## config.mk

```make
export PLATFORM = sky130hd
export DESIGN_NAME = register_a
export DESIGN_NICKNAME = d
export VERILOG_FILES = /design/src/rtl/register_a_pkg.sv /design/src/rtl/register_a_ones_counter.sv /design/src/rtl/register_a.sv
export SDC_FILE = /design/constraint.sdc
export NUM_CORES = 1
export LEC_CHECK = 0
export BUFFER_PORTS_ARGS = -buffer_cell sky130_fd_sc_hd__buf_2
export CORE_AREA = 2 2 39 41
export CTS_CLUSTER_SIZE = 40
export DETAILED_ROUTE_END_ITERATION = 7
export DIE_AREA = 0 0 41 43
export SLEW_MARGIN = 20
export SYNTH_ARGS = -nofsm -noshare
export SYNTH_HDL_FRONTEND = slang
export SYNTH_HIERARCHICAL = 1
export SYNTH_SLANG_ARGS = --single-unit
```

## constraint.sdc

```tcl
create_clock -name clk -period 1.1 [get_ports clk]
set_input_delay 0.11 -clock clk [delete_from_list [all_inputs] [get_ports clk]]
set_output_delay 0.11 -clock clk [all_outputs]
set_load 0.01 [all_outputs]
```

## src/rtl/register_a_pkg.sv

```systemverilog
// register_a_pkg: shared definitions for the counting-ones data register.
//   REG_A_DEFAULT_WIDTH : default register width
//   ones_w()            : width of a tally able to hold 0..width
//   ctrl_e              : control encoding of {load, sr}
package register_a_pkg;

  localparam int REG_A_DEFAULT_WIDTH = 8;

  function automatic int ones_w(input int width);
    return $clog2(width + 1);
  endfunction

  // Bit 1 is load, bit 0 is sr; both load encodings load.
  typedef enum logic [1:0] {
    HOLD      = 2'b00,
    SHIFT     = 2'b01,
    LOAD      = 2'b10,
    LOAD_PRIO = 2'b11
  } ctrl_e;

endpackage

```

## src/rtl/register_a_ones_counter.sv

```systemverilog
// register_a_ones_counter: tally of ones shifted out of register_a.
// Only exists in builds with REGISTER_A_ONES_COUNTER_EN defined, so the
// default build carries no stray, uninstantiated module.
//   clk    : rising-edge clock
//   rst    : asynchronous active-high reset, clears the tally
//   clr_i  : synchronous clear (operand load)
//   inc_i  : increment by one on this edge
//   ones_o : current tally
`ifdef REGISTER_A_ONES_COUNTER_EN
module register_a_ones_counter #(
  parameter int CNT_W = 4
) (
  input  logic             clk,
  input  logic             rst,
  input  logic             clr_i,
  input  logic             inc_i,
  output logic [CNT_W-1:0] ones_o
);

  logic [CNT_W-1:0] ones_q;
  logic [CNT_W-1:0] ones_d;

  // Clear wins over increment; the register owner guarantees inc_i is low
  // whenever clr_i is high anyway. CNT_W covers WIDTH, so no wrap occurs.
  always_comb begin
    ones_d = ones_q;
    if (clr_i) begin
      ones_d = '0;
    end else if (inc_i) begin
      ones_d = ones_q + CNT_W'(1);
    end
  end

  always_ff @(posedge clk or posedge rst) begin
    if (rst) begin
      ones_q <= '0;
    end else begin
      ones_q <= ones_d;
    end
  end

  assign ones_o = ones_q;

endmodule
`endif

```

## src/rtl/register_a.sv

```systemverilog
// register_a: load / logical-shift-right data register for the counting-ones
// datapath. Captures an operand, shifts it right one bit per enabled cycle and
// reports whether the bit leaving is a 1 (count_enable) and whether the
// register has emptied (z).
//   data_in      : operand, sampled on an edge with load high
//   load         : parallel load, has priority over sr
//   sr           : shift-right request
//   clk          : rising-edge clock
//   count_enable : the shift on the coming edge removes a 1 (combinational)
//   z            : register contents are zero (combinational)
//   q            : register contents
//   rst          : asynchronous active-high reset
//   ones         : ones tally, only with REGISTER_A_ONES_COUNTER_EN defined
module register_a
  import register_a_pkg::*;
#(
  parameter int WIDTH = REG_A_DEFAULT_WIDTH
) (
  input  logic [WIDTH-1:0]          data_in,
  input  logic                      load,
  input  logic                      sr,
  input  logic                      clk,
  output logic                      count_enable,
  output logic                      z,
  output logic [WIDTH-1:0]          q,
  input  logic                      rst
`ifdef REGISTER_A_ONES_COUNTER_EN
  ,
  output logic [ones_w(WIDTH)-1:0]  ones
`endif
);

  ctrl_e            ctrl;
  logic [WIDTH-1:0] q_q;
  logic [WIDTH-1:0] q_d;

  assign ctrl = ctrl_e'({load, sr});

  always_comb begin
    q_d = q_q;
    case (ctrl)
      SHIFT:           q_d = {1'b0, q_q[WIDTH-1:1]};
      LOAD, LOAD_PRIO: q_d = data_in;
      default:         q_d = q_q;
    endcase
  end

  always_ff @(posedge clk or posedge rst) begin
    if (rst) begin
      q_q <= '0;
    end else begin
      q_q <= q_d;
    end
  end

  // Only a pure shift removes a bit; a load (even with sr) counts nothing.
  assign count_enable = (ctrl == SHIFT) && q_q[0];
  assign z            = ~|q_q;
  assign q            = q_q;

`ifdef REGISTER_A_ONES_COUNTER_EN
  register_a_ones_counter #(
    .CNT_W (ones_w(WIDTH))
  ) u_ones_counter (
    .clk    (clk),
    .rst    (rst),
    .clr_i  (load),
    .inc_i  (count_enable),
    .ones_o (ones)
  );
`endif

endmodule

```

# == After elaboration in Yosys (flattened, before gate mapping) ==
# Index checks and enable logic that the tools add are counted.
# classes
mul,0
div,0
add_sub_neg,0
n_lt_le_gt_ge,0
n_bitwise,0
n_mux,1
n_reduce_logical,5
n_eq_ne,3
shifts,0
# ops
cell,count
$pmux W8 S2,1
$reduce_or A8 Y1,1
$eq A2 B2 Y1 const B,2
$eq A2 B1 Y1 const B,1
$reduce_bool A2 Y1,1
$reduce_or A2 Y1,1
$logic_and A1 B1 Y1,1
$logic_not A1 Y1,1
# totals
mem_bits_ro,0
ramBits,0
reg_bits,8
latchBits,0
memories,0

# == Depth between registers and ports, before layout ==
# logic_depth
word_depth,3
mapped_depth,3
mapped_depth_nobuf,2

# == Worst setup path after synthesis ==
# OpenSTA, ideal clock, no wires.
# synth_timing
path_kind,register to output
from,"register q_q[4], in the netlist q[4]"
to,output port z
t_arrival_ns,1.116
path_buffers,0
slack_ns,-0.126
path_stages_with_launch,3
required_ns,0.990
path_cell_list,dfrtp_1 > or4_1 > nor2_1
# synth_via
elab_chain_cells,2
# synth_rtl
item,line,text
from (decl),register_a.sv:34,logic [WIDTH-1:0] q_q;
from (signal assigned),register_a.sv:52,q_q <= q_d;
$reduce_or A8 Y1,register_a.sv:58,assign z = ~|q_q;
$logic_not A1 Y1,register_a.sv:58,
to (decl),register_a.sv:24,"output logic z,"
# Every way passes these cells.

# == Final worst setup path ==
# layout_timing
from,"register q_q[3], in the netlist q[3]"
to,output port z
# The elaborated chain is that of the path after synthesis.

==> results.tsv <==
metric	value	unit
Worst-Margin Slew	0.299	ns
first-pass GRT wire length	1480	µm
final WL	988	µm
Cell variety after synth	10	
Die Area	1760	µm²
gp weighted congestion	0.749	
GRT Util Overall	12.7	%
TNS Setup	-0.451	ns
length of routed met2 wiring	506	µm
Int Pwr	0.556	mW
Synth Area in Adders	0	%
maximum clock frequency	0.661	GHz
RSZ-0062 raised after global routing	true	
worst-case clock buffer depth	2	
fin crit share	137	%
Vias per Instance	4.57	
initial antenna violation count	0	
share of post-route cells with drive strength above 1	48.6	%
Worst Hold Class	in -> reg	
WL per Instance	11.5	µm
Sw Ratio	27.0	%
Max VDD drop	0.000677	V
Slew Viols, Final	0	
largest family of logic cells by synthesized area	multiplexers	
clock latency on the worst-skew pair	0.25	ns
commonest non-fill, non-tap cell in the layout	buf_2	
uppermost layer routed	met3	
crit path DAT	1.40	ns
kind of critical path	reg -> out	
endpoints failing hold	0	
# H-tree levels	1	
Starting Density	28.0	%
Vert. Die Dim	43	µm
top cell type's share of synthesized area	51.6	%
grt ovf	0	
# setup viols final	2	
crit-path cells	or4_4, nor2_2, buf_2	
met3 WL	47	µm
Core Area	1380	µm²
total chip power	0.761	mW
critical path startpoint category	flip-flop	
cts bufs inserted	3	
CP required	0.99	ns
Tmin final	1.51	ns
Lkg Pwr	0.334	nW
xor/xnor share of the synthesized area	0	%
syn nets	51	
post-synthesis cell type with the largest combined area	dfrtp_1	
die width	41	µm
post-synthesis simple-gate area fraction	16.5	%
Pre-antenna DRT Iters	4	
Rows	14	
combinational power share	26.5	%
drt drc	0	
PnR worst setup slack	-0.412	ns
CTS clock-pin slew for the worst setup and hold paths	0.05	ns
CP max FO	2	
fin area	606	µm²
vias in the first global route	340	
Crit path max-delay family	simple AND/OR/NAND/NOR gates	
#FFs+latches synth	8	
Synth Area in Compound Gates	10.3	%
Largest register FFs	8	
DP Area	566	µm²
status	complete, but fails checks	
Post-DP HPWL	730	µm
mapped cell area	388	µm²
Clock Tree Root	clkbuf_4	
Avg Inst Size Synth	9.95	µm²
top cells by area, synth	dfrtp_1 (52%), mux2i_1 (18%), o21ai_0 (10%), nand2_1 (7.7%), or4_1 (3.9%)	
Worst setup EP type	output port	
most frequent cells in the layout	buf_2 (21), nand2_1 (8), o21ai_0 (8), dfrtp_1 (8)	
CTS sink count	8	
Reg power frac	44.6	%
Worst path max stage delay	0.53	ns
failing checks	negative setup slack	
DR vias	393	
clk_skew	0.000802	ns
synthesis-to-layout area growth	56.1	%
antenna viol nets, final	0	
CTS tree	built	
Layout Cells excl Fill	86	
Clock power frac	28.9	%
Buf/Inv on CP	1	
sw power	0.206	mW
P per Cell Area	1260	nW/µm²
final antenna diode count	0	
slowest stage cell on the critical path	or4_4	
Nets	84	
boundary pin count	22	
max_cap viols	0	
Warnings, synthesis	6	
Cells after DPL	82	
Hold WS	0.0684	ns
Detailed Route Iter0 Violations	15	
M1 WL	435	µm
IO Port Bufs	21	
Mapped Cells	39	
largest net degree at the start of global routing	18	
worst rel slew slack	80.0	%
post-synthesis sequential area ratio	51.6	%
fillers	143	
mux contribution to synthesized area	18.1	%
==> final timing paths <==
kind	startpoint	to	cells after the start	slack, ns
worst max register to register	q[4]$_DFFE_PP0P_	q[4]$_DFFE_PP0P_	3	0.21
min in group asynchronous	rst	q[7]$_DFFE_PP0P_	3	0.38
worst max-delay path	q[3]$_DFFE_PP0P_	z	3	-0.41
worst min register to register	q[5]$_DFFE_PP0P_	q[5]$_DFFE_PP0P_	3	0.67
worst min-delay path	data_in[3]	q[3]$_DFFE_PP0P_	3	0.07
max in group asynchronous	rst	q[0]$_DFFE_PP0P_	3	0.49
==> per-layer routing <==
| layer | global-route usage (%) | vias up |
|---|---|---|
| met5 | 0 | - |
| met4 | 4.00 | 0 |
| met3 | 4.71 | 0 |
| met2 | 20.3 | 14 |
| met1 | 15.2 | 178 |
| li1 | - | 201 |
==> synth_stat cells (all sizes together) <==
cell type and number:
mux2i 7, nand2 8, dfrtp 8, o21ai 8
nand2b 1, buf 2, or4 2, and3b 1
nor2 1, inv 1
==> final cells by class <==
class	instances	area [µm²]	share of cell area (%)
Multi-Input combinational cell	28	180	29.8
Tap cell	16	20.0	3.31
Timing Repair Buffer	30	179	29.5
Inverter	1	3.75	0.620
Clock buffer	3	22.5	3.72
Sequential cell	8	200	33.1
==> worst register-to-register path, cell delays in order (launching register included) <==
cell	delay, ns
dfrtp_1	0.38
buf_4	0.14
mux2i_1	0.11
o21ai_0	0.12
==> metrics by stage <==
step                      utilization [%]  worst slack, ns
final                                43.8           -0.412
after detailed placement             40.9           -0.162
after floorplan                         -           -0.116
after global routing                 43.8           -0.446
after global placement               40.9           -0.122
after CTS                            43.8           -0.418
==> logic make-up after synthesis <==
| logic type | Yosys count |
|---|---|
| compound gates | 8 |
| buf+inv | 3 |
| flops | 8 |
| mux | 7 |
| simple gates | 13 |
==> power groups by stage <==
stage               Combinational (mW)  Clock (mW)  Sequential [mW]
floorplan                       0.0626           0            0.365
finish                           0.202       0.220            0.339
global placement                 0.192           0            0.341
global route                     0.223       0.243            0.341
detailed placement               0.195           0            0.343
CTS                              0.204       0.227            0.339
==> timing repair <==
item / CTS / global route
hold buffers: 1 / 0
resized for setup: 2 / 1
buffers inserted: 0 / 1
pin swaps: 1 / 0
setup endpoints to repair: 2 / 2
endpoints found under the hold margin: 8 / 0
Note: power is estimated with default switching activity, not from simulation.
